<file path="config.mk">
export PLATFORM = sky130hd
export DESIGN_NAME = music_box_state_controller_flat
export DESIGN_NICKNAME = d
export VERILOG_FILES = /design/src/rtl/music_box_state_controller_if.sv /design/src/rtl/music_box_state_controller.sv /design/src/flat_wrapper.sv
export SDC_FILE = /design/constraint.sdc
export NUM_CORES = 1
export LEC_CHECK = 0
export ABC_AREA = 0
export CAP_MARGIN = 30
export CORE_ASPECT_RATIO = 0.75
export CORE_UTILIZATION = 61
export DETAILED_ROUTE_END_ITERATION = 12
export PLACE_DENSITY = 0.8
export SETUP_SLACK_MARGIN = 0.15
export SLEW_MARGIN = 30
export SYNTH_ARGS = -nofsm -noshare
export SYNTH_HDL_FRONTEND = slang
export SYNTH_SLANG_ARGS = --single-unit
</file>
<file path="constraint.sdc">
create_clock -name clock_50Mhz -period 6.4 [get_ports clock_50Mhz]
set_clock_uncertainty 0.15 [all_clocks]
set_input_delay 1.28 -clock clock_50Mhz [delete_from_list [all_inputs] [get_ports clock_50Mhz]]
set_output_delay 1.28 -clock clock_50Mhz [all_outputs]
set_load 0.02 [all_outputs]
</file>
<file path="src/rtl/music_box_state_controller_if.sv">
// Push buttons, per-mode completion flags and mode status shared by the music box mode sequencer.
// The sequencer uses the slave view; the environment driving the buttons uses the master view.
interface music_box_state_controller_if;
  logic [3:0]  button_n;
  logic [4:0]  stateComplete;
  logic [4:0]  currentState;
  logic        stateEntered;
  logic        recordingValid;
  logic [31:0] debugString;

  modport master (
    output button_n,
    output stateComplete,
    input  currentState,
    input  stateEntered,
    input  recordingValid,
    input  debugString
  );

  modport slave (
    input  button_n,
    input  stateComplete,
    output currentState,
    output stateEntered,
    output recordingValid,
    output debugString
  );
endinterface

</file>
<file path="src/rtl/music_box_state_controller.sv">
// Music box mode sequencer: debounces the request buttons and drives the shared currentState bus.
// It returns to idle on a completion flag and tracks whether a valid recording exists.
module music_box_state_controller #(
  parameter int unsigned DEBOUNCE_CYCLES       = 500000,
  parameter int unsigned COMPLETE_GUARD_CYCLES = 100000,
  parameter int unsigned NUM_BUTTONS           = 4
) (
  input logic                         clock_50Mhz,
  input logic                         reset_n,
  music_box_state_controller_if.slave bus
);

  localparam int unsigned     CntW         = 20;
  localparam logic [CntW-1:0] DebounceLast = CntW'(DEBOUNCE_CYCLES - 1);
  localparam logic [CntW-1:0] GuardLoad    = CntW'(COMPLETE_GUARD_CYCLES);

  typedef enum logic [2:0] {
    StDoNothing     = 3'd0,
    StPlaySong1     = 3'd1,
    StPlaySong2     = 3'd2,
    StPlayRecording = 3'd3,
    StMakeRecording = 3'd4
  } state_e;

  // ---------------------------------------------------------------------------
  // Button input path: synchronizer, debouncer, press-edge detector
  // ---------------------------------------------------------------------------
  logic [NUM_BUTTONS-1:0] sync1_q;
  logic [NUM_BUTTONS-1:0] sync2_q;
  logic [NUM_BUTTONS-1:0] level_q;
  logic [NUM_BUTTONS-1:0] level_d;
  logic [NUM_BUTTONS-1:0] press_q;
  logic [NUM_BUTTONS-1:0] press_d;
  logic [CntW-1:0]        db_cnt_q [NUM_BUTTONS];
  logic [CntW-1:0]        db_cnt_d [NUM_BUTTONS];

  always_comb begin
    level_d = level_q;
    press_d = '0;
    for (int i = 0; i < NUM_BUTTONS; i++) begin
      db_cnt_d[i] = '0;
      if (sync2_q[i] != level_q[i]) begin
        if (db_cnt_q[i] == DebounceLast) begin
          level_d[i] = sync2_q[i];
          // Only an accepted high-to-low transition is a press; releases are silent.
          press_d[i] = ~sync2_q[i];
        end else begin
          db_cnt_d[i] = db_cnt_q[i] + CntW'(1);
        end
      end
    end
  end

  always_ff @(posedge clock_50Mhz) begin
    if (!reset_n) begin
      sync1_q <= '1;
      sync2_q <= '1;
      level_q <= '1;
      press_q <= '0;
      for (int i = 0; i < NUM_BUTTONS; i++) begin
        db_cnt_q[i] <= '0;
      end
    end else begin
      sync1_q <= bus.button_n;
      sync2_q <= sync1_q;
      level_q <= level_d;
      press_q <= press_d;
      for (int i = 0; i < NUM_BUTTONS; i++) begin
        db_cnt_q[i] <= db_cnt_d[i];
      end
    end
  end

  // ---------------------------------------------------------------------------
  // Mode sequencer
  // ---------------------------------------------------------------------------
  state_e                 state_q;
  state_e                 state_d;
  logic                   rec_valid_q;
  logic                   rec_valid_d;
  logic                   entered_q;
  logic                   entered_d;
  logic [CntW-1:0]        guard_q;
  logic [CntW-1:0]        guard_d;
  logic [NUM_BUTTONS-1:0] winner;
  logic                   any_press;
  logic                   complete_ok;

  // Isolate the lowest set press bit so simultaneous presses resolve to the lowest index.
  assign winner    = press_q & (~press_q + NUM_BUTTONS'(1));
  assign any_press = |press_q;
  // A stale flag from the previous pass of a slow block is ignored until the guard drains.
  assign complete_ok = bus.stateComplete[state_q] && (guard_q == '0);

  always_comb begin
    state_d     = state_q;
    rec_valid_d = rec_valid_q;
    guard_d     = (guard_q == '0) ? '0 : guard_q - CntW'(1);

    if (state_q == StDoNothing) begin
      unique case (winner)
        4'b0001: state_d = StPlaySong1;
        4'b0010: state_d = StPlaySong2;
        4'b0100: if (rec_valid_q) state_d = StPlayRecording;
        4'b1000: state_d = StMakeRecording;
        default: ;
      endcase
    end else begin
      if (complete_ok && (state_q == StMakeRecording)) begin
        rec_valid_d = 1'b1;
      end
      if (complete_ok || any_press) begin
        state_d = StDoNothing;
      end
    end

    entered_d = (state_q == StDoNothing) && (state_d != StDoNothing);
    if (entered_d) begin
      guard_d = GuardLoad;
    end
  end

  always_ff @(posedge clock_50Mhz) begin
    if (!reset_n) begin
      state_q     <= StDoNothing;
      rec_valid_q <= 1'b0;
      entered_q   <= 1'b0;
      guard_q     <= '0;
    end else begin
      state_q     <= state_d;
      rec_valid_q <= rec_valid_d;
      entered_q   <= entered_d;
      guard_q     <= guard_d;
    end
  end

  assign bus.currentState   = {2'b00, state_q};
  assign bus.stateEntered   = entered_q;
  assign bus.recordingValid = rec_valid_q;
  assign bus.debugString    = {2'b00, state_q, rec_valid_q, 2'b00, press_q, guard_q};

endmodule

</file>
<file path="src/flat_wrapper.sv">
// flat-port wrapper written by rule: the top's interface ports become plain ports
module music_box_state_controller_flat 
#(
  parameter int unsigned DEBOUNCE_CYCLES       = 500000,
  parameter int unsigned COMPLETE_GUARD_CYCLES = 100000,
  parameter int unsigned NUM_BUTTONS           = 4
)
  (clock_50Mhz, reset_n, bus_button_n, bus_stateComplete, bus_currentState, bus_stateEntered, bus_recordingValid, bus_debugString);
  music_box_state_controller_if bus_i ();
  input logic clock_50Mhz;
  input logic reset_n;
  input wire logic [$bits(bus_i.button_n)-1:0] bus_button_n;
  input wire logic [$bits(bus_i.stateComplete)-1:0] bus_stateComplete;
  output wire logic [$bits(bus_i.currentState)-1:0] bus_currentState;
  output wire logic [$bits(bus_i.stateEntered)-1:0] bus_stateEntered;
  output wire logic [$bits(bus_i.recordingValid)-1:0] bus_recordingValid;
  output wire logic [$bits(bus_i.debugString)-1:0] bus_debugString;
  assign bus_i.button_n = bus_button_n;
  assign bus_i.stateComplete = bus_stateComplete;
  assign bus_currentState = bus_i.currentState;
  assign bus_stateEntered = bus_i.stateEntered;
  assign bus_recordingValid = bus_i.recordingValid;
  assign bus_debugString = bus_i.debugString;
  music_box_state_controller #(.DEBOUNCE_CYCLES(DEBOUNCE_CYCLES), .COMPLETE_GUARD_CYCLES(COMPLETE_GUARD_CYCLES), .NUM_BUTTONS(NUM_BUTTONS)) u_core (.clock_50Mhz(clock_50Mhz), .reset_n(reset_n), .bus(bus_i));
endmodule
</file>
Word-level counts from Yosys, hierarchy flattened --
Memory sizes are Yosys's and may differ from the RTL's. Index checks and enable logic that the tools add are counted.
Operators by class: add/sub/neg operators 6, $mul 0, divide/modulo/power cells 0, magnitude comparators 1, equality and inequality tests 13, shift-type cells 0, muxes and demuxes 22, bitwise logic cells 12, reduce and logical (&&, ||, !) cells 18
Operators with widths (number):
- 20-bit 2-to-1 mux | 12
- 20-bit by 1-bit adder with 20-bit output (second input constant) | 4
- 20-bit by 19-bit equality test with 1-bit output (second input constant) | 4
- 17-bit 2-to-1 mux | 2
- 20-bit logical NOT | 1
- 20-bit by 1-bit subtractor with 20-bit output (second input constant) | 1
- 3-bit case mux with 4 select lines | 1
- 3-bit AND reduction | 4
- 2-bit AND reduction | 5
- 3-bit 2-to-1 mux | 3
- 1-bit NOT | 6
- 4-bit by 1-bit adder with 4-bit output (second input constant) | 1
- 4-bit AND | 1
- 4-bit by 1-bit equality test with 1-bit output (second input constant) | 1
- 4-bit by 2-bit equality test with 1-bit output (second input constant) | 1
- 4-bit by 3-bit equality test with 1-bit output (second input constant) | 1
- 4-bit equality test (second input constant) | 1
- 3-bit by 4-bit < comparator with 1-bit output (second input constant) | 1
- 1-bit inequality test | 4
- 4-bit NOT | 1
- 1-bit bitwise OR | 4
- 4-bit OR reduction | 1
- 1-bit binary-select mux with 3-bit select | 1
- 3-bit equality test (second input constant) | 1
- other kinds (6) | 10
Storage, ports and cells: bits in registers 41, bits in latches 0, bits in writable memories 80, bits in read-only memories 0, input bits 11, memories kept 1
Memory list:
- u_core.db_cnt_q | depth 4, bits a word 20, rd ports 4, clocked after Yosys merged registers in 0, wr ports 4, RTL line music_box_state_controller.sv:34 | logic [CntW-1:0] db_cnt_q [NUM_BUTTONS];

Logic depth before layout (Yosys ltp) --
Gate-level depths: netlist (run 1).
word-level depth 9, mapped depth 8, depth with buffers taken out 6

Worst setup path after synthesis (run 1) --
Ideal clock, no wire load.
path kind in2reg, start in reset_n, end mem u_core.db_cnt_q[1][12], library setup time 65 ps, arrival 2398 ps, data required time 6185 ps, slack 3786 ps, stages on the path 6, path through clkbuf_1 nand2_1 or2_2 clkbuf_1 buf_1 nor2_1
RTL lines:
- start: declaration | RTL line flat_wrapper.sv:11 | input logic reset_n;
- end: declaration | RTL line music_box_state_controller.sv:34

==> results of run 1 <==
==> placed cells by master, fill, tap and decap left out, types with 3 or more instances in the layout <==
master | netlist | final
xnor2_1 | 36 | 36
nor3_1 | 21 | 21
and2_1 | 3 | 3
nor4_1 | 14 | 14
nand2b_1 | 8 | 8
clkbuf_1 | 8 | 3
clkinv_2 | 0 | 3
nand4_1 | 24 | 24
nor2_1 | 103 | 103
nand2_1 | 32 | 32
and3_1 | 9 | 9
nor4b_1 | 3 | 3
nor2b_1 | 3 | 3
o21ai_0 | 10 | 10
a21oi_1 | 3 | 3
and4_1 | 5 | 5
conb_1 | 1 | 6
mux2i_1 | 4 | 4
nand3_1 | 38 | 38
xor2_1 | 55 | 55
clkinvlp_4 | 0 | 5
inv_1 | 17 | 17
dfxtp_1 | 121 | 121
or4_1 | 5 | 5
nor2_2 | 10 | 10
clkbuf_16 | 0 | 17
or3_1 | 3 | 3
clkdlybuf4s50_1 | 0 | 43
and4b_1 | 3 | 3
ha_1 | 6 | 6
==> layout make-up <==
type | instances | share of cell area (%)
flip-flops and latches | 121 | 39.0
inverters | 17 | 1.03
repair buffers | 43 | 6.93
clock buffers | 20 | 7.03
multi-input cells | 427 | 42.3
well taps | 105 | 2.12
clock inverters | 11 | 1.61
==> critical path: stages <==
cell and delay [ns]:
clkdlybuf4s50_1 1.06, nand3_1 0.78, a21oi_1 0.33
==> kinds of logic (layout without fill, tap and decap cells) <==
family	count (synthesis)	after routing	share of synthesized area [%]
AO/OA/AOI/OAI	26	26	3.58
XOR/XNOR	91	91	15.2
adder cells (fa/ha/maj)	6	6	1.43
buffers and inverters	40	91	3.99
flip-flops	121	121	46.3
multiplexers	5	5	1.19
other	1	6	0.0716
AND/OR/NAND/NOR	293	293	28.2
==> power breakdown <==
group	switching, mW	internal [mW]
sequential	0.00193	0.757
clock	0.332	0.530
combinational	0.0129	0.00923
total	0.347	1.30
==> how the worst max path moves through the flow <==
| stage | start | endpoint | slack, ns | cells after the start |
|---|---|---|---|---|
| after floorplan | reset_n | u_core.db_cnt_q[1][12] | 3.79 | 6 |
| after global placement | reset_n | u_core.db_cnt_q[0][6] | 2.77 | 3 |
| after detailed placement | reset_n | u_core.db_cnt_q[0][6] | 2.67 | 3 |
| after CTS | reset_n | u_core.db_cnt_q[0][6] | 3.12 | 3 |
| after global routing | reset_n | u_core.db_cnt_q[0][5] | 2.90 | 3 |
| final | reset_n | u_core.db_cnt_q[0][6] | 3.10 | 3 |
==> metrics by stage <==
stage,hold slack [ns],power [mW],instance area (um^2),utilization [%]
6_report,0.258,1.64,6210,76.7
5_1_grt,0.275,1.69,6210,76.7
4_1_cts,0.261,1.65,6210,76.7
3_5_place_dp,0.249,0.797,5670,70.1
3_3_place_gp,0.239,0.796,5670,70.1
2_1_floorplan,0.236,0.791,5260,-
==> layer usage <==
metal  global-route usage, %  part of all wire (%)  vias up  wire, um
met5                       0                     0        -         0
li1                        -                     -     2061         -
met2                    43.0                    47      105      5050
met1                    30.6                    47     1916      5010
met4                    10.9                   1.2        0       132
met3                    7.38                   4.8       13       509
==> sequential cells by signal, indices dropped and copies added (netlist names) <==
name	flops
u_core.guard_q	20
u_core.press_q	4
u_core.sync1_q	4
u_core.db_cnt_q	80
u_core.sync2_q	4
u_core.level_q	4
u_core.bus.recordingValid	1
u_core.bus.stateEntered	1
u_core.state_q	3
==> results.sh, run 1 <==
export IMPL_cp_max_fo=26
export IMPL_dr_pass1_iters=5
export IMPL_hpwl_mm=7.15
export IMPL_htreeDepth=4
export IMPL_regArea_um2=2420
export IMPL_start_util_pct=64.7
export IMPL_vias=4095
export IMPL_die_h_um=82.2
export IMPL_syn2layout_area_growth_pct=18.6
export IMPL_grt_ovfl_total=0
export IMPL_r2r_end="u_core.db_cnt_q[3][10]"
export IMPL_drtAntennaViolNets=0
export IMPL_maxSlewHeadroom_pct=39.6
export IMPL_cts_resized_gates=0
export IMPL_cp_end_kind="flip-flop"
export IMPL_critPathRequiredTime_ns=6.57
export IMPL_setup_viol=0
export IMPL_hold_viol_final=0
export IMPL_ys_flop_type="dfxtp_1"
export IMPL_p_leak_nw=2.20
export IMPL_cts_tree="done"
export IMPL_ys_seq_elements=121
export IMPL_fmax_mhz=303
export IMPL_die_area_um2=8960
export IMPL_cts_sinks=121
export IMPL_die_x_um=109
export IMPL_synth_edf_count=0
export IMPL_yosys_warnings=0
export IMPL_synth_area_per_cell_um2=8.98
export IMPL_cts_buffers_inserted=17
export IMPL_max_clock_path_buffers=2
export IMPL_grt_pass1_vias=3840
export IMPL_period_share_pct=51.6
export IMPL_ys_seq_area_share_pct=46.3
export IMPL_outcome="finished clean"
export IMPL_post_cts_buffers=0
export IMPL_multi_input_area_um2=2620
export IMPL_worst_hold_path_endpoint="u_core.sync2_q[1]"
export IMPL_min_period_ns=3.30
export IMPL_antenna_found_initial=0
export IMPL_rr_worst_depth=6
export IMPL_clkLatencyLatePin_ns=0.41
export IMPL_grt_max_degree=27
export IMPL_hp_start="u_core.sync1_q[1]"
export IMPL_vdd_drop_max_uv=253
export IMPL_clockRootBuffer="clkbuf_16"
export IMPL_numPortBuffers=43
export IMPL_finalNonFillerCells=744
export IMPL_rsz0062_at_grt="no"
export IMPL_drive_gt1_share_pct=7.67
export IMPL_viasPerCell=5.50
export IMPL_dp_cells=713
export IMPL_synthCells=583
export IMPL_grtUsageTotal_pct=25.5
export IMPL_slew_violations=0
export IMPL_power_density_nw_per_um2=265
export IMPL_routabilityCongestion=0.838
export IMPL_synthTopCellsByCount="dfxtp_1, nor2_1, xor2_1"
export IMPL_tightest_slew_ns=0.903
export IMPL_clkTransAtPathRegs_ns=0.05
export IMPL_yosys_area_top_type="dfxtp_1"
export IMPL_hp_class="flip-flop to flip-flop"
export IMPL_synth_most_common_cell="dfxtp_1"
export IMPL_coreArea_um2=8090
export IMPL_timing_rr_start="u_core.db_cnt_q[3][0]"
export IMPL_max_cap_viol_count=0
export IMPL_regToRegSetupSlack_ns=3.69
export IMPL_drt_wl_total_mm=10.7
export IMPL_hold_depth=1
export IMPL_antenna_cells=0
export IMPL_grt_pass1_wl_mm=17.5
export IMPL_critPathArrivalTime_ns=3.47
export IMPL_fp_row_count=28
export IMPL_synthTopCellsByArea="dfxtp_1, xor2_1, nor2_1"
export IMPL_drtIter0Drc=198
export IMPL_synthesis_area_um2=5240
export IMPL_ctsHoldBuffers=0
export IMPL_nNetsFinal=644
export IMPL_wire_per_inst_um=14.4
export IMPL_tns_ns=0
export IMPL_async_flop_share_pct=0
export IMPL_fillers=566
export IMPL_postLayoutSetupSlackWorst_ns=3.10
export IMPL_io_pins=50
export IMPL_path_class="input pin to flip-flop"
export IMPL_drc_errors=0
export IMPL_start_kind="input pin"
export IMPL_post_place_ws_ns=2.67
export IMPL_synthDistinctLibCells=48
export IMPL_synth_top_area_share_pct=46.3
Note: power is estimated with default switching activity, not from simulation.
==> run 2: changes to the inputs <==
--- a/config.mk
+++ b/config.mk
@@ -8,9 +8,9 @@
 export ABC_AREA = 0
 export CAP_MARGIN = 30
 export CORE_ASPECT_RATIO = 0.75
-export CORE_UTILIZATION = 61
+export CORE_UTILIZATION = 57
 export DETAILED_ROUTE_END_ITERATION = 12
-export PLACE_DENSITY = 0.8
+export PLACE_DENSITY = 0.75
 export SETUP_SLACK_MARGIN = 0.15
 export SLEW_MARGIN = 30
 export SYNTH_ARGS = -nofsm -noshare
==> constraint.sdc (replaced) <==
create_clock -name clock_50Mhz -period 3.1 [get_ports clock_50Mhz]
set_clock_uncertainty 0.15 [all_clocks]
set_input_delay 0.62 -clock clock_50Mhz [delete_from_list [all_inputs] [get_ports clock_50Mhz]]
set_output_delay 0.62 -clock clock_50Mhz [all_outputs]
set_load 0.02 [all_outputs]
==> run 2 against run 1 <==
Against the previous run:
- sequential share of layout area fell by 1.1 points
- largest power group unchanged
- register-to-register slack got worse by 3.1 ns
- largest cell class unchanged
- sequential power increased by 110%
==> results.sh, run 2 (same netlist as run 1, synthesis figures left out) <==
export IMPL_rsz0062_at_grt="no"
export IMPL_critPathLaunch="u_core.guard_q[8]"
export IMPL_syn2layout_area_growth_pct=21.9
export IMPL_fmax_mhz=392
export IMPL_cts_sinks=121
export IMPL_critPathArrivalTime_ns=2.69
export IMPL_antenna_cells=0
export IMPL_timing_rr_start="u_core.guard_q[8]"
export IMPL_hpwl_mm=7.06
export IMPL_grt_max_degree=21
export IMPL_post_cts_buffers=0
export IMPL_cp_depth=5
export IMPL_die_h_um=85.0
export IMPL_tns_ns=0
export IMPL_clkLatencyLatePin_ns=0.41
export IMPL_vias=4121
export IMPL_max_clock_path_buffers=2
export IMPL_slowest_delay_ns=0.61
export IMPL_critPathBufInv=0
export IMPL_power_density_nw_per_um2=610
export IMPL_crit_slowest_cell="or4_1"
export IMPL_rr_worst_depth=5
export IMPL_grtUsageTotal_pct=23.9
export IMPL_cp_max_fo=14
export IMPL_start_kind="flip-flop"
export IMPL_postLayoutSetupSlackWorst_ns=0.546
export IMPL_min_period_ns=2.55
export IMPL_drtAntennaViolNets=0
export IMPL_cts_resized_gates=0
export IMPL_numPortBuffers=43
export IMPL_clockRootBuffer="clkbuf_16"
export IMPL_clkTransAtPathRegs_ns=0.06
export IMPL_drive_gt1_share_pct=8.55
export IMPL_largest_register_ff_count=80
export IMPL_drt_wl_total_mm=10.7
export IMPL_layout_commonest_cell="dfxtp_1"
export IMPL_p_leak_nw=2.30
export IMPL_path_class="flip-flop to flip-flop"
export IMPL_post_place_ws_ns=0.562
export IMPL_cts_tree="done"
export IMPL_die_x_um=113
export IMPL_drc_errors=0
export IMPL_hp_class="flip-flop to flip-flop"
export IMPL_tightest_slew_ns=0.701
export IMPL_regToRegSetupSlack_ns=0.55
export IMPL_routabilityCongestion=0.834
export IMPL_critPathRequiredTime_ns=3.24
export IMPL_layout_common_cells="dfxtp_1, nor2_1, xor2_1"
export IMPL_max_cap_viol_count=0
export IMPL_vdd_drop_max_uv=522
export IMPL_cts_buffers_inserted=17
export IMPL_start_util_pct=60.4
export IMPL_ctsHoldBuffers=0
export IMPL_path_cells="or3_4 -> or4_1 -> o31ai_4 -> nand2b_2 -> nor2_1"
export IMPL_largest_register="u_core.db_cnt_q"
export IMPL_htreeDepth=4
export IMPL_cp_end_kind="flip-flop"
export IMPL_io_pins=50
export IMPL_grt_pass1_wl_mm=18.0
export IMPL_setup_viol=0
export IMPL_r2r_end="u_core.guard_q[4]"
export IMPL_nNetsFinal=648
export IMPL_drtIter0Drc=319
export IMPL_dr_pass1_iters=6
export IMPL_viasPerCell=5.49
export IMPL_die_area_um2=9580
export IMPL_grt_pass1_vias=3841
export IMPL_fp_row_count=29
export IMPL_hold_viol_final=0
export IMPL_antenna_found_initial=0
export IMPL_endpoint="u_core.guard_q[4]"
export IMPL_grt_ovfl_total=0
export IMPL_place_area_um2=5710
export IMPL_final_area_um2=6380
export IMPL_period_share_pct=82.4
export IMPL_slew_violations=0
export IMPL_wire_per_inst_um=14.2
export IMPL_maxSlewHeadroom_pct=52.9
export IMPL_reg_largest_list="u_core.db_cnt_q x80, u_core.guard_q x20"
export IMPL_coreArea_um2=8670
export IMPL_outcome="finished clean"
export IMPL_crit_family="simple AND/OR/NAND/NOR gates"
## run 2: how the worst min path moves through the flow
| stage | startpoint | endpoint | cells after the start |
|---|---|---|---|
| after floorplan | u_core.sync1_q[0] | u_core.sync2_q[0] | 1 |
| after global routing | u_core.sync1_q[2] | u_core.sync2_q[2] | 1 |
| after global placement | u_core.sync1_q[2] | u_core.sync2_q[2] | 1 |
| after CTS | u_core.sync1_q[1] | u_core.sync2_q[1] | 1 |
| final | u_core.sync1_q[1] | u_core.sync2_q[1] | 1 |
| after detailed placement | u_core.sync1_q[1] | u_core.sync2_q[1] | 1 |
## run 2: where the power goes
| part | internal (mW) | switching, mW |
|---|---|---|
| sequential | 1.56 | 0.00406 |
| clock | 1.58 | 0.700 |
| combinational | 0.0210 | 0.0274 |
| total | 3.16 | 0.731 |
## run 2: final cells by class
class,count,area (um^2)
Multi-Input combinational cell,427,2620
Clock inverter,13,250
Timing Repair Buffer,47,460
Inverter,17,63.8
Clock buffer,18,429
Tap cell,108,135
Sequential cell,121,2420
Fill cell,627,2290
## run 2: worst reg2reg max path: stages (launching register included)
cell      delay [ns]
dfxtp_1         0.33
or3_4           0.42
or4_1           0.61
o31ai_4         0.38
nand2b_2        0.44
nor2_1          0.11
## run 2: stage by stage
step	hold slack, ns	utilization [%]	total power [mW]	std cells
6_report	0.258	73.6	3.89	751
5_1_grt	0.273	73.6	4.00	751
4_1_cts	0.260	73.6	3.91	751
3_3_place_gp	0.240	65.8	1.65	720
3_5_place_dp	0.248	65.8	1.65	720
2_1_floorplan	0.236	-	1.63	588
## run 2: metal layers
metal | track usage, % | vias up | share of wire, %
met1 | 31.2 | 1949 | 49
met3 | 6.64 | 13 | 3.9
met4 | 10.3 | 0 | 1.3
met5 | 0 | - | 0
met2 | 37.3 | 85 | 46
li1 | - | 2074 | -
